`src/rtl/fetch_stage_pkg.sv`:
```
// fetch_stage_pkg: shared FSM encoding, entry layout and constants for the fetch stage
package fetch_stage_pkg;
  typedef enum logic [1:0] {
    IF_ISSUE = 2'd0,
    IF_WAIT  = 2'd1,
    IF_DRAIN = 2'd2
  } if_state_t;
  typedef struct packed {
    logic [31:0] pc;
    logic [31:0] inst;
  } if_entry_t;
  localparam logic [31:0] NOP_INST = 32'h0;
  localparam logic [31:0] PC_INC   = 32'd4;
endpackage

```
`src/rtl/fetch_fifo.sv`:
```
// fetch_fifo: 2-entry instruction buffer with flush; 1-bit pointers plus a 2-bit count
module fetch_fifo
  import fetch_stage_pkg::*;
(
  input  logic       clk,
  input  logic       rst,
  input  logic       push,
  input  logic       pop,
  input  logic       flush,
  input  if_entry_t  din,
  output if_entry_t  head,
  output logic [1:0] count
);
  if_entry_t mem [2];
  logic wp, rp, do_push, do_pop;
  assign do_pop  = pop && count != 2'd0 && !flush;
  assign do_push = push && (count != 2'd2 || do_pop) && !flush;
  assign head    = mem[rp];
  always_ff @(posedge clk or posedge rst)
    if (rst) begin
      wp    <= 1'b0;
      rp    <= 1'b0;
      count <= 2'd0;
    end else if (flush) begin
      wp    <= 1'b0;
      rp    <= 1'b0;
      count <= 2'd0;
    end else begin
      wp    <= wp ^ do_push;
      rp    <= rp ^ do_pop;
      count <= count + {1'b0, do_push} - {1'b0, do_pop};
    end
  always_ff @(posedge clk)
    if (do_push) mem[wp] <= din;
endmodule

```
`src/rtl/fetch_stage.sv`:
```
// fetch_stage: owns the PC, fetches one word at a time from imem and buffers results for decode
module fetch_stage
  import fetch_stage_pkg::*;
#(
  parameter logic [31:0] RESET_PC   = 32'h0000_0000,
  parameter int          FIFO_DEPTH = 2
) (
  input  logic        clk,
  input  logic        rst,
  input  logic        i_IF_stall,
  input  logic        i_IF_redirect,
  input  logic [31:0] i_IF_redirectPC,
  output logic        o_IF_imemReq,
  output logic [31:0] o_IF_imemAddr,
  input  logic        i_IF_imemGnt,
  input  logic        i_IF_imemRValid,
  input  logic [31:0] i_IF_imemRData,
  output logic        o_IF_valid,
  output logic [31:0] o_IF_PC,
  output logic [31:0] o_IF_inst
);
  if_state_t   state;
  logic [31:0] pc;
  logic [1:0]  count;
  if_entry_t   head;
  logic        accept, push;
  // Outstanding is zero only in ISSUE, so the credit check reduces to FIFO room.
  assign o_IF_imemReq  = !rst && state == IF_ISSUE && int'(count) < FIFO_DEPTH;
  assign o_IF_imemAddr = rst ? 32'h0 : pc;
  assign accept        = o_IF_imemReq && i_IF_imemGnt;
  // pc already points past the outstanding word, which is exactly the PC decode expects.
  assign push          = state == IF_WAIT && i_IF_imemRValid && !i_IF_redirect;
  assign o_IF_valid    = count != 2'd0;
  assign o_IF_PC       = o_IF_valid ? head.pc : 32'h0;
  assign o_IF_inst     = o_IF_valid ? head.inst : NOP_INST;
  fetch_fifo u_fifo (
    .clk   (clk),
    .rst   (rst),
    .push  (push),
    .pop   (!i_IF_stall),
    .flush (i_IF_redirect),
    .din   ('{pc: pc, inst: i_IF_imemRData}),
    .head  (head),
    .count (count)
  );
  always_ff @(posedge clk or posedge rst)
    if (rst) begin
      state <= IF_ISSUE;
      pc    <= RESET_PC;
    end else begin
      pc <= i_IF_redirect ? (i_IF_redirectPC & ~32'h3) : accept ? pc + PC_INC : pc;
      case (state)
        IF_ISSUE: state <= accept ? (i_IF_redirect ? IF_DRAIN : IF_WAIT) : IF_ISSUE;
        IF_WAIT:  state <= i_IF_imemRValid ? IF_ISSUE : i_IF_redirect ? IF_DRAIN : IF_WAIT;
        default:  state <= i_IF_imemRValid ? IF_ISSUE : IF_DRAIN;
      endcase
    end
endmodule

```
`config.mk`:
```
export PLATFORM = sky130hd
export DESIGN_NAME = fetch_stage
export DESIGN_NICKNAME = d
export VERILOG_FILES = /design/src/rtl/fetch_stage_pkg.sv /design/src/rtl/fetch_fifo.sv /design/src/rtl/fetch_stage.sv
export SDC_FILE = /design/constraint.sdc
export NUM_CORES = 1
export LEC_CHECK = 0
export BUFFER_PORTS_ARGS = -buffer_cell sky130_fd_sc_hd__buf_4
export CORE_MARGIN = 3
export CORE_UTILIZATION = 40
export CTS_CLUSTER_DIAMETER = 80
export DETAILED_ROUTE_END_ITERATION = 6
export GPL_TIMING_DRIVEN = 0
export PLACE_DENSITY = 0.69
export SYNTH_ARGS = -nofsm -noshare
export SYNTH_HDL_FRONTEND = slang
export SYNTH_HIERARCHICAL = 1
export SYNTH_SLANG_ARGS = --single-unit
```
`constraint.sdc`:
```
create_clock -name clk -period 2.73 [get_ports clk]
set_input_delay 0.1365 -clock clk [delete_from_list [all_inputs] [get_ports clk]]
set_output_delay 0.1365 -clock clk [all_outputs]
set_load 0.1 [all_outputs]
```
Word level (Yosys, flattened, before mapping)
Memories as Yosys holds them, arrays and structs flattened.
Cells that the tools add are included.
{"block": "totals", "mem_count": 1, "regBits": 38, "ram_bits": 128, "out_inout_bits": 98}
{"memory": "u_fifo.mem", "depth": 2, "word_bits": 64, "rd": 1, "rd_ports_with_merged_regs": 0, "wr": 1, "line_no": "fetch_fifo.sv:14", "text": "if_entry_t mem [2];"}
{"block": "op_classes", "n_bitwise": 2, "n_addsub": 3, "muxes": 15, "n_reduce_logical": 16, "n_lt_le_gt_ge": 1, "eq_ne": 2}
{"cell": "$mux 32", "n": 5}
{"cell": "$add 32x3->32 const B", "n": 1}
{"cell": "$mux 2", "n": 5}
{"cell": "$logic_and 1x1->1", "n": 9}
{"cell": "$mux 1", "n": 4}
{"cell": "$pmux 2 s2", "n": 1}
{"cell": "$reduce_bool 2->1", "n": 2}
{"cell": "$logic_not 1->1", "n": 3}
{"cell": "$add 2x1->2", "n": 1}
{"cell": "$eq 2x1->1 const B", "n": 1}
{"cell": "$logic_not 2->1", "n": 1}
{"cell": "$lt 2x2->1 const B", "n": 1}
{"cell": "$ne 2x2->1 const B", "n": 1}
{"cell": "$sub 2x1->2", "n": 1}
{"cell": "$xor 1x1->1", "n": 2}
{"cell": "$logic_or 1x1->1", "n": 1}

Depth between registers and ports, before layout
{"block": "depth", "ltp_word": 9, "depth_mapped": 8, "ltp_nobuf": 8}

By module
Netlist, hierarchy kept.
{"module": "fetch_fifo", "n_inst": 1, "area_per_inst_um2": 4880.9, "cells_per_inst": 223, "seq_area_each_um2": 3943.8}
{"module": "fetch_stage", "n_inst": 1, "area_per_inst_um2": 2598.7, "cells_per_inst": 335, "seq_area_each_um2": 800.8}

Least setup slack after synthesis
OpenSTA, ideal clock, no wires.
{"block": "synth_path", "path_kind": "reg-to-reg", "start": "register state[1]", "end": "memory u_fifo/mem[1][0] (netlist bit) (enable)", "path_slack_ns": -0.171, "path_stages_with_launch": 4, "arrival_ns": 2.472, "n_path_buf": 0, "path_cell_list": "dfrtp_1 > nor4_1 > o311a_1 > ha_1"}
{"block": "synth_via", "elab_chain_len": 7}
{"item": "from (decl)", "line_no": "fetch_stage.sv:22", "text": "if_state_t state;"}
{"item": "from (signal assigned)", "line_no": "fetch_stage.sv:53", "text": "IF_ISSUE: state <= accept ? (i_IF_redirect ? IF_DRAIN : IF_WAIT) : IF_ISSUE;"}
{"item": "from (signal assigned)", "line_no": "fetch_stage.sv:54", "text": "IF_WAIT: state <= i_IF_imemRValid ? IF_ISSUE : i_IF_redirect ? IF_DRAIN : IF_WAIT;"}
{"item": "from (signal assigned)", "line_no": "fetch_stage.sv:55", "text": "default: state <= i_IF_imemRValid ? IF_ISSUE : IF_DRAIN;"}
{"item": "$eq 2x1->1", "line_no": "fetch_stage.sv:32", "text": "assign push = state == IF_WAIT && i_IF_imemRValid && !i_IF_redirect;"}
{"item": "$logic_and 1x1->1 (2 in series)", "line_no": "fetch_stage.sv:32"}
{"item": "net push", "line_no": "fetch_stage.sv:26", "text": "logic accept, push;"}
{"item": "$logic_and 1x1->1 (2 in series)", "line_no": "fetch_fifo.sv:17", "text": "assign do_push = push && (count != 2'd2 || do_pop) && !flush;"}
{"item": "$mux 1", "line_no": "fetch_fifo.sv:34", "text": "if (do_push) mem[wp] <= din;"}
{"item": "$mux 1 (implied by the code)", "line_no": "fetch_fifo.sv:34"}
{"item": "to (decl)", "line_no": "fetch_fifo.sv:14"}
The timed path passes the listed nets, and every way through them passes these cells.

Final worst setup path
{"block": "layout_path", "start": "register state[1]", "end": "memory u_fifo/mem[0][36] (netlist bit) (enable)"}
Same word-level chain as after synthesis.

==> impl_metrics.ini <==
[run_status]
status = finished, final reports clean

[setup_path]
cp-start-kind = flip-flop
critPathKind = reg -> reg
critical_path.slowest_cell = ha_4
critPathBufInv = 0
crit_family = adder cells
cp.required_ns = 2.77
critical_path_arrival_ns = 2.59
crit_fanout = 64
path_cells = nor4_1, o311a_1, ha_4
critPathMaxStageDelay_ns = 0.81
end_kind = flip-flop
r2r_slack_ns = 0.18

[placement]
place_area_um2 = 9030
routabilityCongestion = 0.819
dp_hpwl_um = 12300
io_buffers = 163

[detailed_routing]
avgViaCountPerCell = 5.20
top_layer = met4
vias = 5460
wl_met3_um = 1020
wl_per_cell_um = 17.3
drc_errors = 0
drt-pass1-iter-count = 4
drt-initial-drc-count = 314
wl_met1_um = 7820
postRouteAntennaNets = 0
routed_wl_um = 18200
wl_met2_um = 9110

[clock_tree]
post_cts_buffers = 0
cts_buffers = 17
htreeDepth = 4
clk_pin_slew_worst_paths_ns = 0.06
clock_latency_ns = 0.42
clock-sinks = 164
clock-root-buffer = clkbuf_16
clockBufferDepth = 2
cts_tree = built

[global_routing]
grt_pass1_vias = 5424
grt_max_degree = 65
grt_pass1_wl_um = 28100
gr-total-overflow = 0
grt_use_total = 0.177
antenna_found_initial = 0

[die]
floorplan.die.width_um = 143
core_um2 = 18100
dieArea_um2 = 20400
start_util = 0.412
ios = 168
die_y_um = 143
num_rows = 49

[timing]
period_share = 0.934
fin_crit_ns = 2.55
report.final.slew_viol_count = 0
hold_viol = 0
timing.fmax_mhz = 392
rsz0062_at_grt = false
relSlewSlack = 0.365
fin_tns_setup_ns = 0
fin_skew_ns = 0.00853
setup_viol = 0
worst_slew_pin_slew_ns = 0.952

[synthesis]
ys_async_sr_fraction = 0.220
ys_types = 42
synth_area_leaders = edfxtp_1, dfrtp_1, mux2_2
synth_top_area_cell = edfxtp_1
ys_seq_area_frac = 0.634
synth-main-ff-cell = edfxtp_1
synthTopCellsByCount = edfxtp_1, nor2b_1, mux2_2
synth_edf_count = 128
yosysWarnings = 6
synth_top_cell_area_share = 0.514
syn_avg_cell_area_um2 = 13.4
yosysMostFrequentCell = edfxtp_1
synth_area_um2 = 7480
synth_seq_cells = 164
synthCells = 558

[pwr]
power-per-cell-area_nw_per_um2 = 589
irDropWorstVdd_v = 0.000380
leakagePower_uw = 0.00388

[worst_hold_path]
hp-class = in -> reg

[finish]
drive_above_1_share = 0.335
syn_to_final_growth_pct = 36.8
fillCellCount = 1512
nets = 883
final_area_um2 = 10200
diodes = 0

[job]
drv_cap = 0
## through the flow
stage | hold WS (ns) | setup slack (ns) | utilization | total power (µW) | instances
floorplan | -0.0974 | -0.171 | - | 3490 | 563
global placement | 0.0978 | -1.40 | 0.496 | 3730 | 955
detailed placement | 0.112 | 0.0496 | 0.498 | 3750 | 955
CTS | 0.00540 | 0.0341 | 0.562 | 6080 | 1049
global route | 0.0322 | 0.0372 | 0.564 | 6250 | 1050
finish | 0.0224 | 0.179 | 0.564 | 6030 | 1050
## cell families (layout without fill, tap and decap cells)
logic type               after synthesis  count (layout)  synth area share
other                                  1               6          0.000501
buffers and inverters                 46             304            0.0296
multiplexers                          66              66            0.0992
adder cells (fa/ha/maj)                5               5           0.00836
XOR/XNOR                               8               8            0.0112
AND/OR/NAND/NOR                      214             214             0.170
AO/OA/AOI/OAI                         54              54            0.0468
flip-flops                           164             164             0.634
## worst register-to-register path, stage by stage (launching register included)
cell and delay (ns):
dfrtp_1 0.43, nor4_1 0.52, o311a_1 0.38, ha_4 0.81
## flip-flops by register name, indices dropped and copies added (netlist names)
name	cells
pc	30
state	2
u_fifo/count	2
u_fifo/mem	128
u_fifo/rp	1
u_fifo/wp	1
## timing repair
item | in CTS | in global routing
endpoints found under the hold margin | 99 | 0
hold buffers | 62 | 0
gates resized for setup | 0 | 2
setup endpoints to repair | 0 | 20
## per-layer routing
layer / vias up / track usage
met5: - / 0
met4: 0 / 0.0585
met3: 19 / 0.0392
met2: 194 / 0.298
met1: 2681 / 0.229
li1: 2566 / -
## area by class of cell
cell class / count / area (µm²) / share of cell area
clock buffers: 20 / 437 / 0.0427
flip-flops and latches: 164 / 4740 / 0.464
multi-input cells: 353 / 2560 / 0.250
well taps: 229 / 287 / 0.0280
repair buffers: 226 / 1870 / 0.183
clock inverters: 12 / 114 / 0.0111
inverters: 13 / 48.8 / 0.00477
plain buffers: 33 / 174 / 0.0170
## path summary, 6_finish.rpt
| kind | to | cells past startpoint | start |
|---|---|---|---|
| worst max-delay path | u_fifo/mem[0][36]$_DFFE_PP_ | 3 | state[1]$_DFF_PP0_ |
| worst min-delay path | pc[14]$_DFFE_PP0P_ | 3 | i_IF_redirectPC[14] |
| worst max register to register | u_fifo/mem[0][36]$_DFFE_PP_ | 3 | state[1]$_DFF_PP0_ |
| worst min register to register | u_fifo/mem[1][36]$_DFFE_PP_ | 0 | pc[4]$_DFFE_PP0P_ |
| max in group asynchronous | pc[3]$_DFFE_PP0P_ | 5 | rst |
| min in group asynchronous | u_fifo/count[1]$_DFF_PP0_ | 3 | rst |
## where the power goes
part	internal (µW)	switching (µW)
logic	299	621
clock network	1330	921
registers	2760	98.7
total	4390	1640
## layout by cell type (no fill, tap or decap), types with 3 or more instances in the layout
master / netlist / routed
buf_4: 3 / 166
edfxtp_1: 128 / 128
nor2b_1: 95 / 95
mux2_2: 65 / 65
dlygate4sd3_1: 0 / 62
dfrtp_1: 36 / 36
nor2_1: 24 / 24
nand2_1: 23 / 23
clkbuf_1: 20 / 22
or4_1: 17 / 17
a31oi_1: 17 / 17
clkbuf_16: 0 / 17
o21ai_0: 15 / 15
inv_1: 13 / 13
nand3_1: 13 / 13
nand4_1: 13 / 13
o31ai_1: 12 / 12
and4_1: 7 / 7
xor2_1: 7 / 7
or3_1: 6 / 6
conb_1: 1 / 6
buf_2: 5 / 5
and2_1: 4 / 4
o211ai_1: 4 / 4
clkinv_1: 0 / 4
buf_6: 4 / 4
and3_1: 3 / 3
ha_1: 5 / 3
clkinv_2: 0 / 3
(Power assumes the default switching activity.)
